**config.mk**
```make
export PLATFORM = sky130hd
export DESIGN_NAME = prog_counter
export DESIGN_NICKNAME = d
export VERILOG_FILES = /design/src/rtl/prog_counter_pkg.sv /design/src/rtl/tick_prescaler.sv /design/src/rtl/prog_counter.sv
export SDC_FILE = /design/constraint.sdc
export NUM_CORES = 1
export LEC_CHECK = 0
export CAP_MARGIN = 20
export CELL_PAD_IN_SITES_DETAIL_PLACEMENT = 0
export CELL_PAD_IN_SITES_GLOBAL_PLACEMENT = 1
export CORE_ASPECT_RATIO = 1.4
export CORE_UTILIZATION = 36
export DETAILED_ROUTE_END_ITERATION = 10
export PLACE_DENSITY_LB_ADDON = 0.12
export SLEW_MARGIN = 20
export SYNTH_ARGS = -nofsm -noshare
export SYNTH_HDL_FRONTEND = slang
export SYNTH_SLANG_ARGS = --single-unit
```
**constraint.sdc**
```tcl
create_clock -name clk -period 2.5 [get_ports clk]
set_clock_uncertainty 0.05 [all_clocks]
set_input_delay 0.5 -clock clk [delete_from_list [all_inputs] [get_ports clk]]
set_output_delay 0.5 -clock clk [all_outputs]
set_load 0.02 [all_outputs]
```
**src/rtl/prog_counter_pkg.sv**
```systemverilog
// Shared types and mode encodings for the programmable counter and its users.
package prog_counter_pkg;

  typedef enum logic [1:0] {
    ST_IDLE   = 2'd0,
    ST_RUN    = 2'd1,
    ST_PAUSED = 2'd2
  } state_t;

  localparam logic MODE_ONESHOT  = 1'b0;
  localparam logic MODE_PERIODIC = 1'b1;
  localparam logic DIR_UP        = 1'b0;
  localparam logic DIR_DOWN      = 1'b1;

endpackage

```
**src/rtl/tick_prescaler.sv**
```systemverilog
// Clock-enable divider: while enabled, tick fires every divisor+1 cycles.
// The phase freezes when enable is low, so a paused client resumes in phase.
module tick_prescaler #(
  parameter int PRE_W = 8
) (
  input  logic             clk,
  input  logic             reset,
  input  logic             clear,
  input  logic             enable,
  input  logic [PRE_W-1:0] divisor,
  output logic             tick
);

  logic [PRE_W-1:0] cnt_q;

  assign tick = enable && (cnt_q == divisor);

  always_ff @(posedge clk) begin
    if (reset || clear) begin
      cnt_q <= '0;
    end else if (enable) begin
      cnt_q <= tick ? '0 : cnt_q + PRE_W'(1);
    end
  end

endmodule

```
**src/rtl/prog_counter.sv**
```systemverilog
// Programmable up/down counter with prescaler, one-shot or auto-reload mode,
// pause/resume, abort, terminal-count pulse and a saturating reload counter.
module prog_counter
  import prog_counter_pkg::*;
#(
  parameter int WIDTH  = 17,
  parameter int PRE_W  = 8,
  parameter int WRAP_W = 8
) (
  input  logic              clk,
  input  logic              reset,
  input  logic              start,
  input  logic              abort,
  input  logic              pause,
  input  logic [WIDTH-1:0]  limit,
  input  logic [PRE_W-1:0]  prescale,
  input  logic              periodic,
  input  logic              down,
  output logic              counting,
  output logic              paused,
  output logic              done,
  output logic [WIDTH-1:0]  count,
  output logic [WRAP_W-1:0] wraps
);

  state_t             state_q, state_d;
  logic [WIDTH-1:0]   count_q, count_d;
  logic [WRAP_W-1:0]  wraps_q, wraps_d;
  logic               done_d;
  logic [WIDTH-1:0]   limit_q, limit_d;
  logic [PRE_W-1:0]   pre_q, pre_d;
  logic               per_q, per_d;
  logic               down_q, down_d;

  logic pre_en, pre_clr, tick;
  logic terminal;
  logic [WIDTH-1:0] reload_val;

  // Prescaler only advances in an active cycle that no control pulse overrides.
  assign pre_en  = (state_q != ST_IDLE) && !pause && !abort && !start;
  assign pre_clr = abort || start;

  tick_prescaler #(.PRE_W(PRE_W)) u_prescaler (
    .clk     (clk),
    .reset   (reset),
    .clear   (pre_clr),
    .enable  (pre_en),
    .divisor (pre_q),
    .tick    (tick)
  );

  assign terminal   = (down_q == DIR_DOWN) ? (count_q == '0) : (count_q == limit_q);
  assign reload_val = (down_q == DIR_DOWN) ? limit_q : '0;

  always_comb begin
    state_d = state_q;
    count_d = count_q;
    wraps_d = wraps_q;
    done_d  = 1'b0;
    limit_d = limit_q;
    pre_d   = pre_q;
    per_d   = per_q;
    down_d  = down_q;

    if (abort) begin
      state_d = ST_IDLE;
      count_d = '0;
    end else if (start) begin
      limit_d = limit;
      pre_d   = prescale;
      per_d   = periodic;
      down_d  = down;
      count_d = (down == DIR_DOWN) ? limit : '0;
      wraps_d = '0;
      state_d = ST_RUN;
    end else if (state_q != ST_IDLE) begin
      if (pause) begin
        state_d = ST_PAUSED;
      end else begin
        // A PAUSED cycle with pause low already behaves as RUN, so resume costs no cycle.
        state_d = ST_RUN;
        if (tick) begin
          if (terminal) begin
            done_d = 1'b1;
            if (per_q == MODE_PERIODIC) begin
              count_d = reload_val;
              if (wraps_q != '1) wraps_d = wraps_q + WRAP_W'(1);
            end else begin
              count_d = '0;
              state_d = ST_IDLE;
            end
          end else begin
            count_d = (down_q == DIR_DOWN) ? count_q - WIDTH'(1) : count_q + WIDTH'(1);
          end
        end
      end
    end
  end

  always_ff @(posedge clk) begin
    if (reset) begin
      state_q  <= ST_IDLE;
      count_q  <= '0;
      wraps_q  <= '0;
      done     <= 1'b0;
      counting <= 1'b0;
      paused   <= 1'b0;
      limit_q  <= '0;
      pre_q    <= '0;
      per_q    <= MODE_ONESHOT;
      down_q   <= DIR_UP;
    end else begin
      state_q  <= state_d;
      count_q  <= count_d;
      wraps_q  <= wraps_d;
      done     <= done_d;
      counting <= (state_d != ST_IDLE);
      paused   <= (state_d == ST_PAUSED);
      limit_q  <= limit_d;
      pre_q    <= pre_d;
      per_q    <= per_d;
      down_q   <= down_d;
    end
  end

  assign count = count_q;
  assign wraps = wraps_q;

endmodule

```
==> metrics.cfg, run 1 <==
[synthesis]
synth-seq-cells=65
syn-num-nets=547
synth_top_area_cell=dfxtp_1
yosys_warnings=0
synth_area_leaders=dfxtp_1 33%, a21oi_1 8.4%, nand2_1 7.9%
async_reset_ff_share_pct=0
syn_avg_cell_area_um2=7.92
yosysUniqueCellTypes=54
synthCells=497
synth_top_area_share_pct=33.0
ys.flop_type=dfxtp_1
synth-seq-area-share_pct=33.0
netlist_area_um2=3940
synth_edf_count=0

[pwr]
total_power_w=0.00288
ir_drop_v=0.000383
pwr_density_cell_nw_per_um2=536
cellLeakagePower_nw=2.08

[worst_setup_path]
crit_fanout=7
reg2reg_to=count[15]
critPathMaxStageDelay_ns=0.59
rr_worst_depth=8
cp.required_ns=2.73
cp_cell_sequence=clkdlybuf4s50_1 > or4_4 > o41ai_4 > buf_6 > nand2_4 > or4_4 > a21oi_2
crit_type=in2reg
cp-end-kind=flip-flop
cpMostUsedCell=or4_4
cp_top_family=simple AND/OR/NAND/NOR gates
reg2reg_from=count[1]
startpoint_type=input port
r2r_slack_ns=0.13
cp_slowest_cell=or4_4
cp_num_buf_inv=2
cp.arrival_ns=2.69

[cts]
clk_pin_slew_worst_paths_ns=0.06
cts_sinks=65
cts_buffers=9
cts_tree=yes
clk_path_buf_depth=2
ctsHoldBuffers=0
cts-root-buf=clkbuf_16
htree_num_levels=3
clock_latency_ns=0.34

[die]
die_h_um=126
rows=44
initial_core_util_pct=37.4
die_w_um=90.4
core_area_um2=10500
io_pins=60
dieArea_um2=11400

[global_route]
grt_pass1_vias=3905
grt_pass1_wl_um=20700
grt.overflow.total=0
antenna_found_initial=0
grt_max_degree=29
grt_usage_pct=23.4

[placement]
portBuffers=59
hpwl_um=9710
place_congestion=0.856
placed_cell_area_um2=5000

[detailed_routing]
vias=4048
drc=0
vias_per_cell=5.49
first_iter_violations=267
dr.pass1.iters=7
drt-total-wl_um=12700
ant_nets=0
avgRoutedWirePerCell_um=17.3

[timing]
fin_crit_ns=2.46
worstMarginPinSlew_ns=0.708
fmax_mhz=406
rsz0062_at_grt=true
finalSetupViolations=0
fin_tns_setup_ns=0
hold_viol_final=0
slew_viol_final=0
slew_headroom_pct=52.6
fin_crit_sh_pct=98.5

[outcome]
status=completed

[final_layout]
postLayoutCellArea_um2=5370
fill_cells=1030
finalCoreUtilization_pct=51.1
area_growth_pct=36.5
drive_above_1_share_pct=14.0
diodes=0
nNetsFinal=644

[flow_run]
drv_cap=0

[hold_path]
worstHoldStart=pre_q[7]
min_to=pre_q[7]
hold_class=reg2reg
hold_path_depth=2

-- power by group --
part | switching, W | leakage (nW) | total (W) | internal (W)
sequential | 0.0000343 | 0.529 | 0.00110 | 0.00107
combinational | 0.000260 | 1.40 | 0.000479 | 0.000219
clock | 0.000469 | 0.149 | 0.00130 | 0.000826
total | 0.000764 | 2.08 | 0.00288 | 0.00211
-- synth_stat cells, types with 9 or more instances --
master,n
a21oi_1,66
a221oi_1,11
clkbuf_1,18
dfxtp_1,65
ha_1,17
nand2_1,83
nand3_1,11
nand4_1,12
nor2_1,19
o21ai_0,21
or3_1,9
xnor2_1,30
xor2_1,10
-- final cells by class --
class | count | area (um2) | area share, %
multi-input combinational | 401 | 2580 | 47.9
sequential | 65 | 1300 | 24.2
timing repair buffer | 109 | 985 | 18.3
clock buffer | 12 | 256 | 4.77
tap | 138 | 173 | 3.21
clock inverter | 4 | 51.3 | 0.955
inverter | 8 | 30.0 | 0.559
-- sequential cells by signal, summed over array words and instances, names as in the netlist --
signal and count:
wraps 8, paused 1, limit_q 17, u_prescaler.cnt_q 8
counting 1, down_q 1, state_q 2, count 17
pre_q 8, done 1, per_q 1
-- tightest hold or removal path: stages, from the launching register on --
cell	delay, ns
dfxtp_1	0.31
nand2_1	0.05
a21oi_1	0.05
-- per-stage QoR --
step | hold WS [ns] | worst slack, ns | std cells
finish | 0.417 | 0.0371 | 737
CTS | 0.422 | 0.00406 | 738
floorplan | 0.400 | 0.0623 | 497
global route | 0.453 | -0.00632 | 737
global placement | 0.409 | -0.296 | 721
detailed placement | 0.414 | -0.335 | 721
-- cells in the final DEF, fill, tap and decap left out, types with 6 or more instances in the layout --
cell type	count
a211oi_1	7
a21o_1	7
a21oi_1	64
a221oi_1	7
a31oi_1	6
and2_1	6
and3_1	8
buf_4	48
clkbuf_16	9
clkdlybuf4s50_1	58
dfxtp_1	64
ha_1	17
inv_1	8
nand2_1	83
nand2b_1	6
nand3_1	11
nand4_1	12
nor2_1	18
nor3_1	8
o211ai_1	8
o21ai_0	21
o31ai_1	6
or3_1	9
xnor2_1	30
xor2_1	10
-- kinds of logic after synthesis --
group                    count (synthesis)  share of synthesized area [%]
multiplexers                             2                          0.540
AND/OR/NAND/NOR                        191                           24.2
XOR/XNOR                                40                           8.90
flip-flops                              65                           33.0
AO/OA/AOI/OAI                          150                           24.2
adder cells (fa/ha/maj)                 18                           5.91
buffers and inverters                   31                           3.21
-- per-layer routing --
metal  part of all wire [%]  global-route usage [%]
met5                      0                       0
met1                     43                    27.7
met3                    2.7                    3.56
met4                    1.6                    7.69
met2                     53                    42.6
-- worst max-delay path by stage --
stage | cells after the start | startpoint | endpoint | slack (ns)
2_1_floorplan | 8 | count[0] | count[14] | 0.06
3_3_place_gp | 7 | pause | wraps[0] | -0.30
3_5_place_dp | 7 | pause | wraps[0] | -0.34
4_1_cts | 7 | pause | wraps[0] | 0.004
5_1_grt | 8 | start | count[0] | -0.006
6_report | 7 | start | wraps[0] | 0.04
-- what timing repair did --
action,CTS,global route
hold endpoints to repair,0,0
buffers inserted,1,0
pin swaps,0,0
setup endpoints to repair,1,10
gates resized for setup,1,13
No activity file was read; power rests on OpenSTA's default activity.
==> inputs of run 2 (changes only) <==
--- a/config.mk
+++ b/config.mk
@@ -10,6 +10,7 @@
 export CELL_PAD_IN_SITES_GLOBAL_PLACEMENT = 1
 export CORE_ASPECT_RATIO = 1.4
 export CORE_UTILIZATION = 36
+export CTS_CLUSTER_SIZE = 24
 export DETAILED_ROUTE_END_ITERATION = 10
 export PLACE_DENSITY_LB_ADDON = 0.12
 export SLEW_MARGIN = 20
==> results of run 2 <==
The final DEF is identical to that of run 1; final timing and power are the same.
==> inputs of run 3 (changes only) <==
--- a/config.mk
+++ b/config.mk
@@ -10,7 +10,7 @@
 export CELL_PAD_IN_SITES_GLOBAL_PLACEMENT = 1
 export CORE_ASPECT_RATIO = 1.4
 export CORE_UTILIZATION = 36
-export CTS_CLUSTER_SIZE = 24
+export CTS_CLUSTER_SIZE = 10
 export DETAILED_ROUTE_END_ITERATION = 10
 export PLACE_DENSITY_LB_ADDON = 0.12
 export SLEW_MARGIN = 20
==> results of run 3 <==
The final DEF is identical to that of run 1; final timing and power are the same.
